==> src/rtl/cache_read_select.sv <==
// Registered load-data selector: picks byte/half/word out of a 16-byte cache block
// and produces the RISC-V extended load result one cycle after a valid request.

module cache_mux16 #(
    parameter int unsigned DATA_WIDTH = 8
) (
    input  logic [16*DATA_WIDTH-1:0] data_i,
    input  logic [3:0]               sel_i,
    output logic [DATA_WIDTH-1:0]    out_c_o
);
    localparam int unsigned N_LANES = 16;

    logic [DATA_WIDTH-1:0] lane [N_LANES];

    for (genvar g = 0; g < N_LANES; g++) begin : g_lane
        assign lane[g] = data_i[g*DATA_WIDTH +: DATA_WIDTH];
    end

    always_comb begin
        out_c_o = lane[sel_i];
    end
endmodule

module cache_mux8 #(
    parameter int unsigned DATA_WIDTH = 16
) (
    input  logic [8*DATA_WIDTH-1:0] data_i,
    input  logic [2:0]              sel_i,
    output logic [DATA_WIDTH-1:0]   out_c_o
);
    localparam int unsigned N_LANES = 8;

    logic [DATA_WIDTH-1:0] lane [N_LANES];

    for (genvar g = 0; g < N_LANES; g++) begin : g_lane
        assign lane[g] = data_i[g*DATA_WIDTH +: DATA_WIDTH];
    end

    always_comb begin
        out_c_o = lane[sel_i];
    end
endmodule

module cache_mux4 #(
    parameter int unsigned DATA_WIDTH = 32
) (
    input  logic [4*DATA_WIDTH-1:0] data_i,
    input  logic [1:0]              sel_i,
    output logic [DATA_WIDTH-1:0]   out_c_o
);
    localparam int unsigned N_LANES = 4;

    logic [DATA_WIDTH-1:0] lane [N_LANES];

    for (genvar g = 0; g < N_LANES; g++) begin : g_lane
        assign lane[g] = data_i[g*DATA_WIDTH +: DATA_WIDTH];
    end

    always_comb begin
        out_c_o = lane[sel_i];
    end
endmodule

module cache_read_select (
    input  logic         clk,
    input  logic         rst_n,
    input  logic         valid_i,
    input  logic [127:0] block_i,
    input  logic [3:0]   byte_i,
    input  logic [2:0]   funct3_i,
    output logic [7:0]   ByteData_o,
    output logic [15:0]  HalfData_o,
    output logic [31:0]  WordData_o,
    output logic [31:0]  data_o,
    output logic         valid_o
);
    localparam int unsigned BLOCKSIZE = 128;
    localparam int unsigned BYTE_W    = 8;
    localparam int unsigned HALF_W    = 16;
    localparam int unsigned WORD_W    = 32;

    localparam logic [2:0] F3_LB  = 3'b000;
    localparam logic [2:0] F3_LH  = 3'b001;
    localparam logic [2:0] F3_LW  = 3'b010;
    localparam logic [2:0] F3_LBU = 3'b100;
    localparam logic [2:0] F3_LHU = 3'b101;

    logic [BYTE_W-1:0] byte_c;
    logic [HALF_W-1:0] half_c;
    logic [WORD_W-1:0] word_c;
    logic [WORD_W-1:0] ext_c;

    logic [BYTE_W-1:0] byte_q, byte_d;
    logic [HALF_W-1:0] half_q, half_d;
    logic [WORD_W-1:0] word_q, word_d;
    logic [WORD_W-1:0] data_q, data_d;
    logic              valid_q, valid_d;

    cache_mux16 #(.DATA_WIDTH(BYTE_W)) u_byte_mux (
        .data_i (block_i[BLOCKSIZE-1:0]),
        .sel_i  (byte_i[3:0]),
        .out_c_o(byte_c)
    );

    // Low offset bits are dropped: accesses stay inside their natural half/word.
    cache_mux8 #(.DATA_WIDTH(HALF_W)) u_half_mux (
        .data_i (block_i[BLOCKSIZE-1:0]),
        .sel_i  (byte_i[3:1]),
        .out_c_o(half_c)
    );

    cache_mux4 #(.DATA_WIDTH(WORD_W)) u_word_mux (
        .data_i (block_i[BLOCKSIZE-1:0]),
        .sel_i  (byte_i[3:2]),
        .out_c_o(word_c)
    );

    // Load-result extension; unsupported funct3 encodings read as zero.
    always_comb begin
        ext_c = '0;
        case (funct3_i)
            F3_LB:   ext_c = {{(WORD_W-BYTE_W){byte_c[BYTE_W-1]}}, byte_c};
            F3_LH:   ext_c = {{(WORD_W-HALF_W){half_c[HALF_W-1]}}, half_c};
            F3_LW:   ext_c = word_c;
            F3_LBU:  ext_c = {{(WORD_W-BYTE_W){1'b0}}, byte_c};
            F3_LHU:  ext_c = {{(WORD_W-HALF_W){1'b0}}, half_c};
            default: ext_c = '0;
        endcase
    end

    // Data registers hold across idle cycles; valid follows the request strobe.
    always_comb begin
        byte_d  = byte_q;
        half_d  = half_q;
        word_d  = word_q;
        data_d  = data_q;
        valid_d = valid_i;
        if (valid_i) begin
            byte_d = byte_c;
            half_d = half_c;
            word_d = word_c;
            data_d = ext_c;
        end
    end

    always_ff @(posedge clk) begin
        if (!rst_n) begin
            byte_q  <= '0;
            half_q  <= '0;
            word_q  <= '0;
            data_q  <= '0;
            valid_q <= 1'b0;
        end else begin
            byte_q  <= byte_d;
            half_q  <= half_d;
            word_q  <= word_d;
            data_q  <= data_d;
            valid_q <= valid_d;
        end
    end

    assign ByteData_o = byte_q;
    assign HalfData_o = half_q;
    assign WordData_o = word_q;
    assign data_o     = data_q;
    assign valid_o    = valid_q;
endmodule

==> config.mk <==
export PLATFORM = sky130hd
export DESIGN_NAME = cache_read_select
export DESIGN_NICKNAME = d
export VERILOG_FILES = /design/src/rtl/cache_read_select.sv
export SDC_FILE = /design/constraint.sdc
export NUM_CORES = 1
export LEC_CHECK = 0
export ABC_AREA = 1
export BUFFER_PORTS_ARGS = -buffer_cell sky130_fd_sc_hd__buf_2
export CAP_MARGIN = 0
export CORE_MARGIN = 4
export CORE_UTILIZATION = 42
export DETAILED_ROUTE_END_ITERATION = 8
export GPL_ROUTABILITY_DRIVEN = 0
export PLACE_DENSITY = 0.65
export SYNTH_ARGS = -nofsm -noshare
export SYNTH_HDL_FRONTEND = slang
export SYNTH_SLANG_ARGS = --single-unit
==> constraint.sdc <==
create_clock -name clk -period 1.9 [get_ports clk]
set_clock_uncertainty 0.05 [all_clocks]
set_input_delay 0.095 -clock clk [delete_from_list [all_inputs] [get_ports clk]]
set_output_delay 0.095 -clock clk [all_outputs]
set_load 0.05 [all_outputs]
## Yosys cells after proc, flatten, opt, wreduce, memory -nomap -nowiden

Index checks and enable logic that the tools add are counted.

- Order comparisons: 3
- Equal/unequal tests: 4
- Mux-type cells: 10
- Bitwise gates (word level): 3
- Reduce and logical (&&, ||, !) cells: 1

Operator list:

| kind | count |
|---|---|
| case mux 32 bit (5 select lines) | 1 |
| binary-select mux 32 bit (select 2 bit) | 1 |
| two-way mux 32 bit | 2 |
| binary-select mux 16 bit (select 3 bit) | 1 |
| binary-select mux 8 bit (select 4 bit) | 1 |
| two-way mux 16 bit | 2 |
| two-way mux 8 bit | 2 |
| == test 3 bit (second input constant) | 2 |
| greater-or-equal comparator 5 bit (second input constant) | 1 |
| NOT 4 -> 5 bit | 1 |
| greater-or-equal comparator 4 bit (second input constant) | 1 |
| NOT 3 -> 4 bit | 1 |
| == test 3 x 1 -> 1 bit (second input constant) | 1 |
| == test 3 x 2 -> 1 bit (second input constant) | 1 |
| greater-or-equal comparator 3 bit (second input constant) | 1 |
| logical NOT 3 bit | 1 |
| NOT 2 -> 3 bit | 1 |

- Flip-flop bits (word level): 89
- Input port bits: 138
- Output and inout bits: 89
- Logic and storage cells: 26

## Depth between registers and ports, before layout

- Depth after elaboration: 5
- Depth in mapped cells: 13
- Depth with buffers taken out: 11

## Hierarchy

Synthesis repeated with hierarchy kept, for this count alone.

- Cell total of the unflattened synthesis: 1677
- Area, all modules: 8451.9 µm²

Modules (own cells, without submodules):

| module | instances | cells each | area each (µm²) | seq. area each (µm²) |
|---|---|---|---|---|
| cache_read_select | 1 | 489 | 3470.8 | 1781.7 |
| cache_mux8 | 1 | 426 | 1761.7 | 0.0 |
| cache_mux16 | 1 | 388 | 1656.6 | 0.0 |
| cache_mux4 | 1 | 374 | 1562.7 | 0.0 |

## Least setup slack after synthesis

No wires, ideal clock.

- Path kind: input-to-reg
- Start: input port byte_i[0]
- End: register data_q[10], in the netlist data_o[10]
- Library setup time: 132 ps
- Arrival: 1169 ps
- Data required time: 1718 ps
- Setup slack: 549 ps
- Stages: 13
- Path buffers: 2
- Path through: buf_2 > inv_2 > nor2_2 > inv_1 > nor2_1 > nor2_1 > nand2_1 > nand2_1 > nand2_2 > buf_6 > nand2_1 > nand2_1 > a21oi_1

- Word-level cells in the longest chain between the ends: 5

Ends and longest elaborated chain:

| element | line | RTL |
|---|---|---|
| start, declared | 69 | `input logic [3:0] byte_i,` |
| NOT 4 -> 5 bit (not written as such) | 20 | `out_c_o = lane[sel_i];` |
| binary-select mux 8 bit (select 4 bit) | 20 |  |
| two-way mux 8 bit (not written as such) (2 in series) | 20 |  |
| case mux 32 bit (5 select lines) | 121 | `case (funct3_i)` |
| end signal, assigned | 157 | `data_q <= data_d;` |
| end, declared | 96 | `logic [WORD_W-1:0] data_q, data_d;` |

No other way between the ends. The select of a mux whose other input is x is not followed.
A chain may end at the register's enable or synchronous reset.

## Final worst setup path

- Start: input port byte_i[2]
- End: register data_q[19], in the netlist data_o[19]

- Word-level cells in the longest chain between the ends: 5
- Elaborated cells between the ends (all ways): 13
- Those cells by class: mux (10); bitwise (3)

Ends and longest elaborated chain:

| element | line |
|---|---|
| NOT 4 -> 5 bit (not written as such) (tied with other cells) | 20 |
| binary-select mux 8 bit (select 4 bit) (tied with other cells) | 20 |
| two-way mux 8 bit (not written as such) (tied with other cells) (2 in series) | 20 |
| case mux 32 bit (5 select lines) (*) | 121 |

Mark *: on every way between the ends. The rest lies on a longest branch, timed or not. The select of a mux whose other input is x is not followed.

==> metrics.cfg <==
[synth]
synth_edf_count = 0
syn-num-nets = 1377
ys_ff_latch = 89
synth_top_flop_cell = dfxtp_1
avgSynthCellArea_um2 = 5.43
ys_warn_count = 0
synthArstFlopShare_pct = 0
synth_cells = 1239
syn_area_um2 = 6730
synth_cell_type_count = 23
synth_seq_area_share_pct = 26.5

[floorplan]
dieArea_um2 = 18100
start_util_pct = 42.7
ios = 227
rows = 46
dieHeight_um = 135
core_region_area_um2 = 15800
die_x_um = 135

[timing]
max_freq_ghz = 0.693
slew_viol_final = 0
timing.final.ws_setup_ns = 0.457
setup_violations = 0
slew_headroom_pct = 51.4
whs_ns = 0.106
fin_setup_tns_ns = 0
finalCriticalPeriod_ns = 1.44
period_share_pct = 75.9
rsz0062_at_grt = false
worst_pin_slew_ns = 0.726
hold_violations = 0

[grt]
grt_pass1_vias = 7680
use_met3_pct = 4.47
grt_pass1_wl_um = 40100
track_usage_pct = 27.6
gr-usage-met2_pct = 43.0
grt_overflow = 0
grtUsageMet1_pct = 39.2
antenna_found_initial = 0
top_usage_layer = met2
grt_max_degree = 68

[setup_path]
critPathMaxFanout = 50
worst-setup-path-type = primary input to flip-flop
critPathMaxStageDelay_ns = 0.37
cpMostUsedCell = nand2_1
crit_path_end_kind = flip-flop
r2r-end = HalfData_o[4]
cp_slowest_cell = o21ai_0
crit_required_ns = 2.13
reg2reg_depth = 4
cp-start-kind = primary input
arrival_ns = 1.68
reg2reg_slack_ns = 1.13
timing.rr.start = HalfData_o[4]
cp_cell_sequence = buf_2, inv_2, buf_12, nand2_1, and2_1, o21ai_0, nand2_1, and2_1, nand2_1, nand2_1, a21oi_1

[clocking]
postCtsHoldBufs = 0
cts.repair.resized = 0
clk_latency_ns = 0.34
cts_buffer_depth = 2
post_cts_buffers = 0
clockRootBuffer = clkbuf_16
clkTransAtPathRegs_ns = 0.08
htree_levels = 3
cts_tree = done
numCtsBuffers = 9
numClockSinks = 89

[hold_path]
hold_class = primary input to flip-flop
worstHoldStart = valid_i
hold_end = data_o[28]
whs_path_depth = 3

[route]
wl_per_cell_um = 15.6
drt-vias-per-instance = 5.14
drt_iter0_drc = 827
drt_first_pass_iters = 8
vias = 8430
drt_wl_total_um = 25600
drc = 0
antenna_left = 0

[power]
p_int_mw = 3.52
p_sw_share_pct = 39.7
power_density_nw_per_um2 = 697
worst_ir_drop_vdd_mv = 0.476
p_comb_share_pct = 34.3
power.clock.fraction_pct = 30.2
seqPwrFrac_pct = 35.5
switching_power_mw = 2.32
p_leak_nw = 4.75

[final_layout]
drive_gt1_share_pct = 19.8
area_growth_pct = 24.4
num-nets-final = 1557
antenna_cells = 0
instances_no_fill = 1640
stdcell_area_um2 = 8370
nFillCells = 1804

[placed_design]
dp.cells = 1624
dpl.hpwl_um = 19900
placed_area_um2 = 8070
numPortBuffers = 226
place_ws_ns = 0.0903

[flow_run]
maxCapViolations = 0

[status]
outcome = complete, no violations

power by group through the flow:
stage / logic (mW) / clock network [mW] / registers, mW
after global routing: 2.20 / 1.88 / 2.08
after floorplan: 0.895 / 0 / 2.54
final: 2.00 / 1.76 / 2.07
after global placement: 1.98 / 0 / 2.11
after detailed placement: 1.99 / 0 / 2.11
after CTS: 1.99 / 1.80 / 2.07
routing by layer:
metal  up-vias  share of wire [%]  wire length, um
met5         -                  0                0
met3        49                8.6             2200
met2       397                 44            11400
li1       4289                  -                -
met4         0                3.1              797
met1      3695                 44            11200
cell usage in the layout (no fill, tap or decap), types with 2 or more instances in the layout:
cell type,count
a21oi_1,81
a31oi_1,2
and2_0,3
and2_1,11
buf_12,12
buf_2,225
buf_4,20
clkbuf_16,9
dfxtp_1,89
inv_1,98
inv_2,5
inv_6,2
inv_8,2
nand2_1,479
nand2_2,2
nand3_1,212
nand3b_1,4
nor2_1,96
nor2_2,2
o211ai_1,2
o21ai_0,59
o21ai_1,4
flip-flops by register name, summed over array words and instances (netlist names):
name / count
WordData_o: 32
HalfData_o: 16
ByteData_o: 8
valid_o: 1
data_o: 32
final cells by class:
cell class                      count  area (um2)  share of cell area [%]
Sequential cell                    89        1780                    21.3
Clock inverter                      7        72.6                   0.867
Tap cell                          216         270                    3.23
Timing Repair Buffer              257        1520                    18.1
Clock buffer                        9         225                    2.69
Multi-Input combinational cell    958        4120                    49.2
Inverter                          104         390                    4.66
logic make-up after synthesis:
kind of cell	Yosys count	share of synthesized area [%]
AOI/OAI and AO/OA	148	11.1
buffers and inverters	192	12.4
DFF	89	26.5
and+or+nand+nor	810	50.0
cell usage after synthesis, types with 3 or more instances:
cell | number | share of area [%]
a21oi_1 | 81 | 6.0
and2_0 | 3 | 0.28
and2_1 | 11 | 1.0
buf_1 | 5 | 0.28
buf_2 | 29 | 2.2
buf_4 | 8 | 0.89
buf_6 | 6 | 1.0
clkbuf_1 | 40 | 2.2
dfxtp_1 | 89 | 26
inv_1 | 98 | 5.5
inv_2 | 5 | 0.28
nand2_1 | 479 | 27
nand3_1 | 212 | 16
nand3b_1 | 4 | 0.45
nor2_1 | 96 | 5.4
o21ai_0 | 59 | 4.4
o21ai_1 | 4 | 0.30
how the worst max path moves through the flow:
| stage | start | cells past startpoint | to | slack [ns] |
|---|---|---|---|---|
| finish | byte_i[2] | 11 | data_o[19] | 0.46 |
| global route | byte_i[1] | 13 | data_o[20] | 0.25 |
| CTS | byte_i[2] | 11 | data_o[19] | 0.45 |
| detailed placement | byte_i[2] | 11 | data_o[19] | 0.09 |
| global placement | byte_i[2] | 11 | data_o[19] | 0.1 |
| floorplan | byte_i[0] | 13 | data_o[10] | 0.55 |
worst max-delay path: cells and delay by family:
| kind | cells | cell delay (ns) |
|---|---|---|
| AO/OA/AOI/OAI | 2 | 0.48 |
| buffers and inverters | 3 | 0.48 |
| AND/OR/NAND/NOR | 6 | 0.62 |
metrics by stage:
stage	util [%]	total power, mW
2_1_floorplan	-	3.43
3_3_place_gp	51.2	4.10
3_5_place_dp	51.2	4.10
4_1_cts	53.1	5.86
5_1_grt	53.1	6.16
6_report	53.1	5.83
No activity file was read; power rests on OpenSTA's default activity.
